File: src/rtl/mips_regwrite_pkg.sv
// Shared widths, requester ids and the holding-slot record for the
// register-file write-port arbiter.
package mips_regwrite_pkg;

    localparam int DATA_W   = 32;
    localparam int ADDR_W   = 3;
    localparam int NUM_REGS = 1 << ADDR_W;
    localparam int NUM_REQ  = 2;

    typedef enum logic {
        REQ_A = 1'b0,
        REQ_B = 1'b1
    } req_id_t;

    typedef struct packed {
        logic              full;
        logic [ADDR_W-1:0] dst;
        logic [DATA_W-1:0] data;
    } wr_slot_t;

endpackage

File: src/rtl/mips_regwrite_arbiter_if.sv
// Writeback requester handshakes plus the register-file write port and
// the pending-write scoreboard.
interface mips_regwrite_arbiter_if;
    import mips_regwrite_pkg::*;

    logic                a_valid;
    logic                a_ready;
    logic [ADDR_W-1:0]   a_reg;
    logic [DATA_W-1:0]   a_data;
    logic                b_valid;
    logic                b_ready;
    logic [ADDR_W-1:0]   b_reg;
    logic [DATA_W-1:0]   b_data;
    logic [DATA_W-1:0]   write_data;
    logic [ADDR_W-1:0]   write_reg;
    logic                signal_reg_write;
    logic [NUM_REGS-1:0] pending;

    modport slave (
        input  a_valid, a_reg, a_data,
        input  b_valid, b_reg, b_data,
        output a_ready, b_ready,
        output write_data, write_reg, signal_reg_write, pending
    );

    modport master (
        output a_valid, a_reg, a_data,
        output b_valid, b_reg, b_data,
        input  a_ready, b_ready,
        input  write_data, write_reg, signal_reg_write, pending
    );

endinterface

File: src/rtl/mips_regwrite_arbiter_slot.sv
// One-entry writeback holding register; load has priority over clear so a
// slot can drain and refill at the same edge.
module mips_regwrite_slot
    import mips_regwrite_pkg::*;
(
    input  logic              clk,
    input  logic              reset,
    input  logic              load,
    input  logic              clear,
    input  logic [ADDR_W-1:0] dst_in,
    input  logic [DATA_W-1:0] data_in,
    output wr_slot_t          slot
);

    always_ff @(posedge clk or posedge reset) begin
        if (reset) begin
            slot <= '0;
        end else if (load) begin
            slot <= '{full: 1'b1, dst: dst_in, data: data_in};
        end else if (clear) begin
            slot.full <= 1'b0;
        end
    end

endmodule

File: src/rtl/mips_regwrite_arbiter.sv
// Two-requester arbiter for the single register-file write port: holding
// slots, age/round-robin grant, registered output stage, pending scoreboard.
module mips_regwrite_arbiter
    import mips_regwrite_pkg::*;
(
    input  logic                     clk,
    input  logic                     reset,
    mips_regwrite_arbiter_if.slave   bus
);

    wr_slot_t             slot [NUM_REQ];
    logic [NUM_REQ-1:0]   valid;
    logic [NUM_REQ-1:0]   ready;
    logic [NUM_REQ-1:0]   acc;
    logic [NUM_REQ-1:0]   grant;
    logic [NUM_REQ-1:0][ADDR_W-1:0] dst_in;
    logic [NUM_REQ-1:0][DATA_W-1:0] data_in;

    logic                 a_older;
    logic                 tie;
    req_id_t              last_grant;

    logic                 wr_en_q;
    logic [ADDR_W-1:0]    wr_reg_q;
    logic [DATA_W-1:0]    wr_data_q;
    logic [NUM_REGS-1:0]  pending_c;

    assign valid   = {bus.b_valid, bus.a_valid};
    assign dst_in  = {bus.b_reg,   bus.a_reg};
    assign data_in = {bus.b_data,  bus.a_data};

    // Ready depends only on registered state, never on the valids.
    assign ready = ~{slot[1].full, slot[0].full} | grant;
    assign acc   = valid & ready;

    generate
        for (genvar i = 0; i < NUM_REQ; i++) begin : g_slot
            mips_regwrite_slot u_slot (
                .clk     (clk),
                .reset   (reset),
                .load    (acc[i]),
                .clear   (grant[i]),
                .dst_in  (dst_in[i]),
                .data_in (data_in[i]),
                .slot    (slot[i])
            );
        end
    endgenerate

    // Both full: older wins; same-edge loads fall back to round-robin.
    always_comb begin
        grant = '0;
        case ({slot[1].full, slot[0].full})
            2'b01:   grant = 2'b01;
            2'b10:   grant = 2'b10;
            2'b11: begin
                if (tie) grant = (last_grant == REQ_B) ? 2'b01 : 2'b10;
                else     grant = a_older ? 2'b01 : 2'b10;
            end
            default: grant = '0;
        endcase
    end

    // a_older is only meaningful while both slots are full, so a lone load
    // simply marks the other (still-held) slot as the older one.
    always_ff @(posedge clk or posedge reset) begin
        if (reset) begin
            a_older    <= 1'b0;
            tie        <= 1'b0;
            last_grant <= REQ_B;
        end else begin
            if (|grant) last_grant <= grant[0] ? REQ_A : REQ_B;
            if (&acc) begin
                tie <= 1'b1;
            end else if (acc[0]) begin
                tie     <= 1'b0;
                a_older <= 1'b0;
            end else if (acc[1]) begin
                tie     <= 1'b0;
                a_older <= 1'b1;
            end
        end
    end

    always_ff @(posedge clk or posedge reset) begin
        if (reset) begin
            wr_en_q   <= 1'b0;
            wr_reg_q  <= '0;
            wr_data_q <= '0;
        end else begin
            wr_en_q <= |grant;
            if (|grant) begin
                wr_reg_q  <= grant[0] ? slot[0].dst  : slot[1].dst;
                wr_data_q <= grant[0] ? slot[0].data : slot[1].data;
            end
        end
    end

    always_comb begin
        pending_c = '0;
        for (int r = 0; r < NUM_REGS; r++) begin
            pending_c[r] = (slot[0].full && slot[0].dst == ADDR_W'(r)) ||
                           (slot[1].full && slot[1].dst == ADDR_W'(r)) ||
                           (wr_en_q      && wr_reg_q    == ADDR_W'(r));
        end
    end

    assign bus.a_ready          = ready[0];
    assign bus.b_ready          = ready[1];
    assign bus.signal_reg_write = wr_en_q;
    assign bus.write_reg        = wr_reg_q;
    assign bus.write_data       = wr_data_q;
    assign bus.pending          = pending_c;

endmodule

File: src/flat_wrapper.sv
// flat-port wrapper written by rule: the top's interface ports become plain ports
module mips_regwrite_arbiter_flat import mips_regwrite_pkg::*;
  (clk, reset, bus_a_valid, bus_a_reg, bus_a_data, bus_b_valid, bus_b_reg, bus_b_data, bus_a_ready, bus_b_ready, bus_write_data, bus_write_reg, bus_signal_reg_write, bus_pending);
  mips_regwrite_arbiter_if bus_i ();
  input  logic clk;
  input  logic reset;
  input wire logic [$bits(bus_i.a_valid)-1:0] bus_a_valid;
  input wire logic [$bits(bus_i.a_reg)-1:0] bus_a_reg;
  input wire logic [$bits(bus_i.a_data)-1:0] bus_a_data;
  input wire logic [$bits(bus_i.b_valid)-1:0] bus_b_valid;
  input wire logic [$bits(bus_i.b_reg)-1:0] bus_b_reg;
  input wire logic [$bits(bus_i.b_data)-1:0] bus_b_data;
  output wire logic [$bits(bus_i.a_ready)-1:0] bus_a_ready;
  output wire logic [$bits(bus_i.b_ready)-1:0] bus_b_ready;
  output wire logic [$bits(bus_i.write_data)-1:0] bus_write_data;
  output wire logic [$bits(bus_i.write_reg)-1:0] bus_write_reg;
  output wire logic [$bits(bus_i.signal_reg_write)-1:0] bus_signal_reg_write;
  output wire logic [$bits(bus_i.pending)-1:0] bus_pending;
  assign bus_i.a_valid = bus_a_valid;
  assign bus_i.a_reg = bus_a_reg;
  assign bus_i.a_data = bus_a_data;
  assign bus_i.b_valid = bus_b_valid;
  assign bus_i.b_reg = bus_b_reg;
  assign bus_i.b_data = bus_b_data;
  assign bus_a_ready = bus_i.a_ready;
  assign bus_b_ready = bus_i.b_ready;
  assign bus_write_data = bus_i.write_data;
  assign bus_write_reg = bus_i.write_reg;
  assign bus_signal_reg_write = bus_i.signal_reg_write;
  assign bus_pending = bus_i.pending;
  mips_regwrite_arbiter u_core (.clk(clk), .reset(reset), .bus(bus_i));
endmodule
File: config.mk
export PLATFORM = sky130hd
export DESIGN_NAME = mips_regwrite_arbiter_flat
export DESIGN_NICKNAME = d
export VERILOG_FILES = /design/src/rtl/mips_regwrite_pkg.sv /design/src/rtl/mips_regwrite_arbiter_if.sv /design/src/rtl/mips_regwrite_arbiter_slot.sv /design/src/rtl/mips_regwrite_arbiter.sv /design/src/flat_wrapper.sv
export SDC_FILE = /design/constraint.sdc
export NUM_CORES = 1
export LEC_CHECK = 0
export BUFFER_PORTS_ARGS = -buffer_cell sky130_fd_sc_hd__buf_2
export CORE_MARGIN = 1.5
export CORE_UTILIZATION = 53
export CTS_CLUSTER_DIAMETER = 120
export CTS_CLUSTER_SIZE = 25
export DETAILED_ROUTE_END_ITERATION = 8
export PLACE_DENSITY = 0.78
export SYNTH_ARGS = -nofsm -noshare
export SYNTH_HDL_FRONTEND = slang
export SYNTH_SLANG_ARGS = --single-unit
export TNS_END_PERCENT = 30
File: constraint.sdc
create_clock -name clk -period 4.1 [get_ports clk]
set_clock_uncertainty 0.1 [all_clocks]
set_input_delay 0.615 -clock clk [delete_from_list [all_inputs] [get_ports clk]]
set_output_delay 0.615 -clock clk [all_outputs]
set_load 0.01 [all_outputs]
==> flow_summary.yaml <==
clocking:
  clock-sinks: 111
  clockBufferDepth: 2
  insertion_delay_ns: 0.37
  cts_tree: "yes"
  cts_resized: 0
  ctsHoldBuffers: 0
  cts_made_buffers: 9
  postCtsSetupBuffers: 0
  root_buffer: "clkbuf_8"
  path_clk_slew_ns: 0.10
  h-tree-depth: 3
floorplan:
  core_area_um2: 9150
  start_util: 0.540
  row_count: 35
  ios: 120
  die_h_um: 99.6
  dieArea_um2: 9920
  die-width_um: 99.6
synthesis:
  synth-main-ff-cell: "dfrtp_1"
  synthArstFlopShare: 1.00
  synth_cell_types: 42
  syn-num-nets: 411
  synthesis.area_um2: 4940
  synth-seq-cells: 111
  synth_edf_count: 0
  ys.warnings.count: 0
  syn-instance-count: 335
  syn_area_per_cell_um2: 14.8
  yosysSeqAreaShare: 0.562
run_status:
  status: "completed"
sta:
  fmax_mhz: 359
  relSlewSlack: 0.292
  finalHoldViolCount: 0
  fin_tns_setup_ns: 0
  grt_setup_unrepaired: "false"
  slew_viol_final: 0
  fin_crit_sh: 0.679
  setup_viol: 0
  fin_crit_ns: 2.79
  worst_pin_slew_ns: 1.06
critical_path:
  worstPathRequired_ns: 3.38
  setup.worst_path.end_class: "primary output"
  worst_setup_path_start_kind: "register"
  cp_max_fo: 27
  cp-startpoint: "u_core.g_slot[1].u_slot.slot[35]"
  path_class: "reg2out"
  rr_startpoint: "u_core.tie"
  arrival_ns: 2.07
finish:
  largest_reg_flops: 72
  fin_nets: 525
  drive_gt1_frac: 0.562
  n_antenna_cell: 0
  syn2layout_area_growth_pct: 16.1
  finish.utilization: 0.627
global_route:
  grt_use_total: 0.230
  grt_max_degree: 92
  grt_pass1_vias: 3422
  antenna_found_initial: 0
  gr-total-overflow: 0
  grt_first_pass_wirelength_mm: 17.6
pwr:
  intPower_w: 0.00249
  powerDensity_nw_per_um2: 670
  p_clk_frac: 0.157
  combPwrFrac: 0.376
  ir_drop_mv: 0.369
  p_sw_w: 0.00136
  switching_share: 0.352
  seqPwrFrac: 0.467
  p_leak_nw: 2.66
placed_design:
  routabilityCongestion: 0.858
  io_buffers: 119
  dpl.hpwl_mm: 7.40
route:
  wire_per_inst_um: 19.1
  drc: 0
  drt_iter0_drc: 181
  ant_nets: 0
  vias_per_cell: 5.85
  wl_mm: 10.8
  vias: 3303
  drt-pass1-iter-count: 4
min_path:
  hold_path.class: "in2reg"
  hp-start: "bus_b_data[3]"
job:
  maxCapViolCount: 0
-- per-stage QoR --
| step | instances | hold slack (ns) | setup WS [ns] | power, W | cell area (um^2) |
|---|---|---|---|---|---|
| floorplan | 335 | 0.365 | 0.456 | 0.00281 | 4940 |
| global placement | 549 | 0.381 | 1.63 | 0.00320 | 5560 |
| detailed placement | 549 | 0.388 | 1.56 | 0.00327 | 5560 |
| CTS | 565 | 0.341 | 1.31 | 0.00387 | 5740 |
| global route | 565 | 0.339 | 1.15 | 0.00408 | 5740 |
| finish | 565 | 0.353 | 1.31 | 0.00385 | 5740 |
-- critical path: stages, from the launching register on --
cell	delay [ns]
dfrtp_1	0.93
nor2b_1	0.41
a22oi_1	0.15
nand2_1	0.09
buf_2	0.12
-- cell families (layout without fill, tap and decap cells) --
logic type / Yosys count / count (layout) / share of synthesized area
simple gates: 52 / 52 / 0.0610
compound gates: 67 / 67 / 0.135
fa+ha+maj: 2 / 2 / 0.00506
flops: 111 / 111 / 0.562
buf+inv: 30 / 149 / 0.0410
mux: 73 / 73 / 0.196
-- synthesized netlist by cell type, types with 3 or more instances --
cell | number | area (um^2)
dfrtp_1 | 110 | 2750
mux2_4 | 37 | 556
mux2_2 | 33 | 372
o221a_2 | 33 | 372
or3_1 | 18 | 113
a211o_1 | 15 | 131
nand2_1 | 8 | 30.0
clkbuf_1 | 7 | 26.3
buf_2 | 6 | 30.0
buf_6 | 6 | 67.6
inv_1 | 5 | 18.8
nand3_1 | 5 | 25.0
nor2_1 | 5 | 18.8
nand3b_1 | 4 | 30.0
nor2b_1 | 4 | 25.0
o21ai_0 | 4 | 20.0
buf_8 | 3 | 45.0
-- cells in the final DEF, fill, tap and decap left out, types with 5 or more instances in the layout --
cell type  count
a211o_1       15
buf_2        119
buf_4          8
clkbuf_8       9
dfrtp_1      110
mux2_2        33
mux2_4        37
nand2_1        8
nand3_1        5
nor2_1         5
o221a_2       33
or3_1         18
-- per-layer routing --
metal	up-vias	share of wire	GRT usage	wire [um]
met4	0	0.023	0.102	250
met5	-	0	0	0
met1	1662	0.43	0.308	4600
met2	128	0.49	0.376	5340
li1	1495	-	-	-
met3	18	0.056	0.0316	602
-- power by group through the flow --
stage	Sequential [W]	Combinational (W)	Clock, W
global route	0.00185	0.00157	0.000659
global placement	0.00179	0.00141	0
finish	0.00180	0.00145	0.000603
floorplan	0.00180	0.00100	0
detailed placement	0.00181	0.00146	0
CTS	0.00179	0.00146	0.000612
-- path summary, 6_finish.rpt --
kind	slack [ns]	to	cells after the start
max	1.31	bus_pending[0]	4
min	0.35	u_core.g_slot[1].u_slot.slot[3]	2
max reg2reg	1.57	u_core.tie	6
min reg2reg	0.41	u_core.g_slot[1].u_slot.slot[3]	1
max in group asynchronous	2.61	u_core.g_slot[1].u_slot.slot[18]	3
min in group asynchronous	0.40	u_core.g_slot[1].u_slot.slot[29]	2
-- layout make-up --
class	count	area, um^2
Fill cell	706	3410
Clock buffer	9	124
Timing Repair Buffer	127	656
Clock inverter	7	56.3
Inverter	6	25.0
Multi-Input combinational cell	194	1960
Sequential cell	111	2780
Tap cell	111	139
Power figures use the tool's default switching activity.
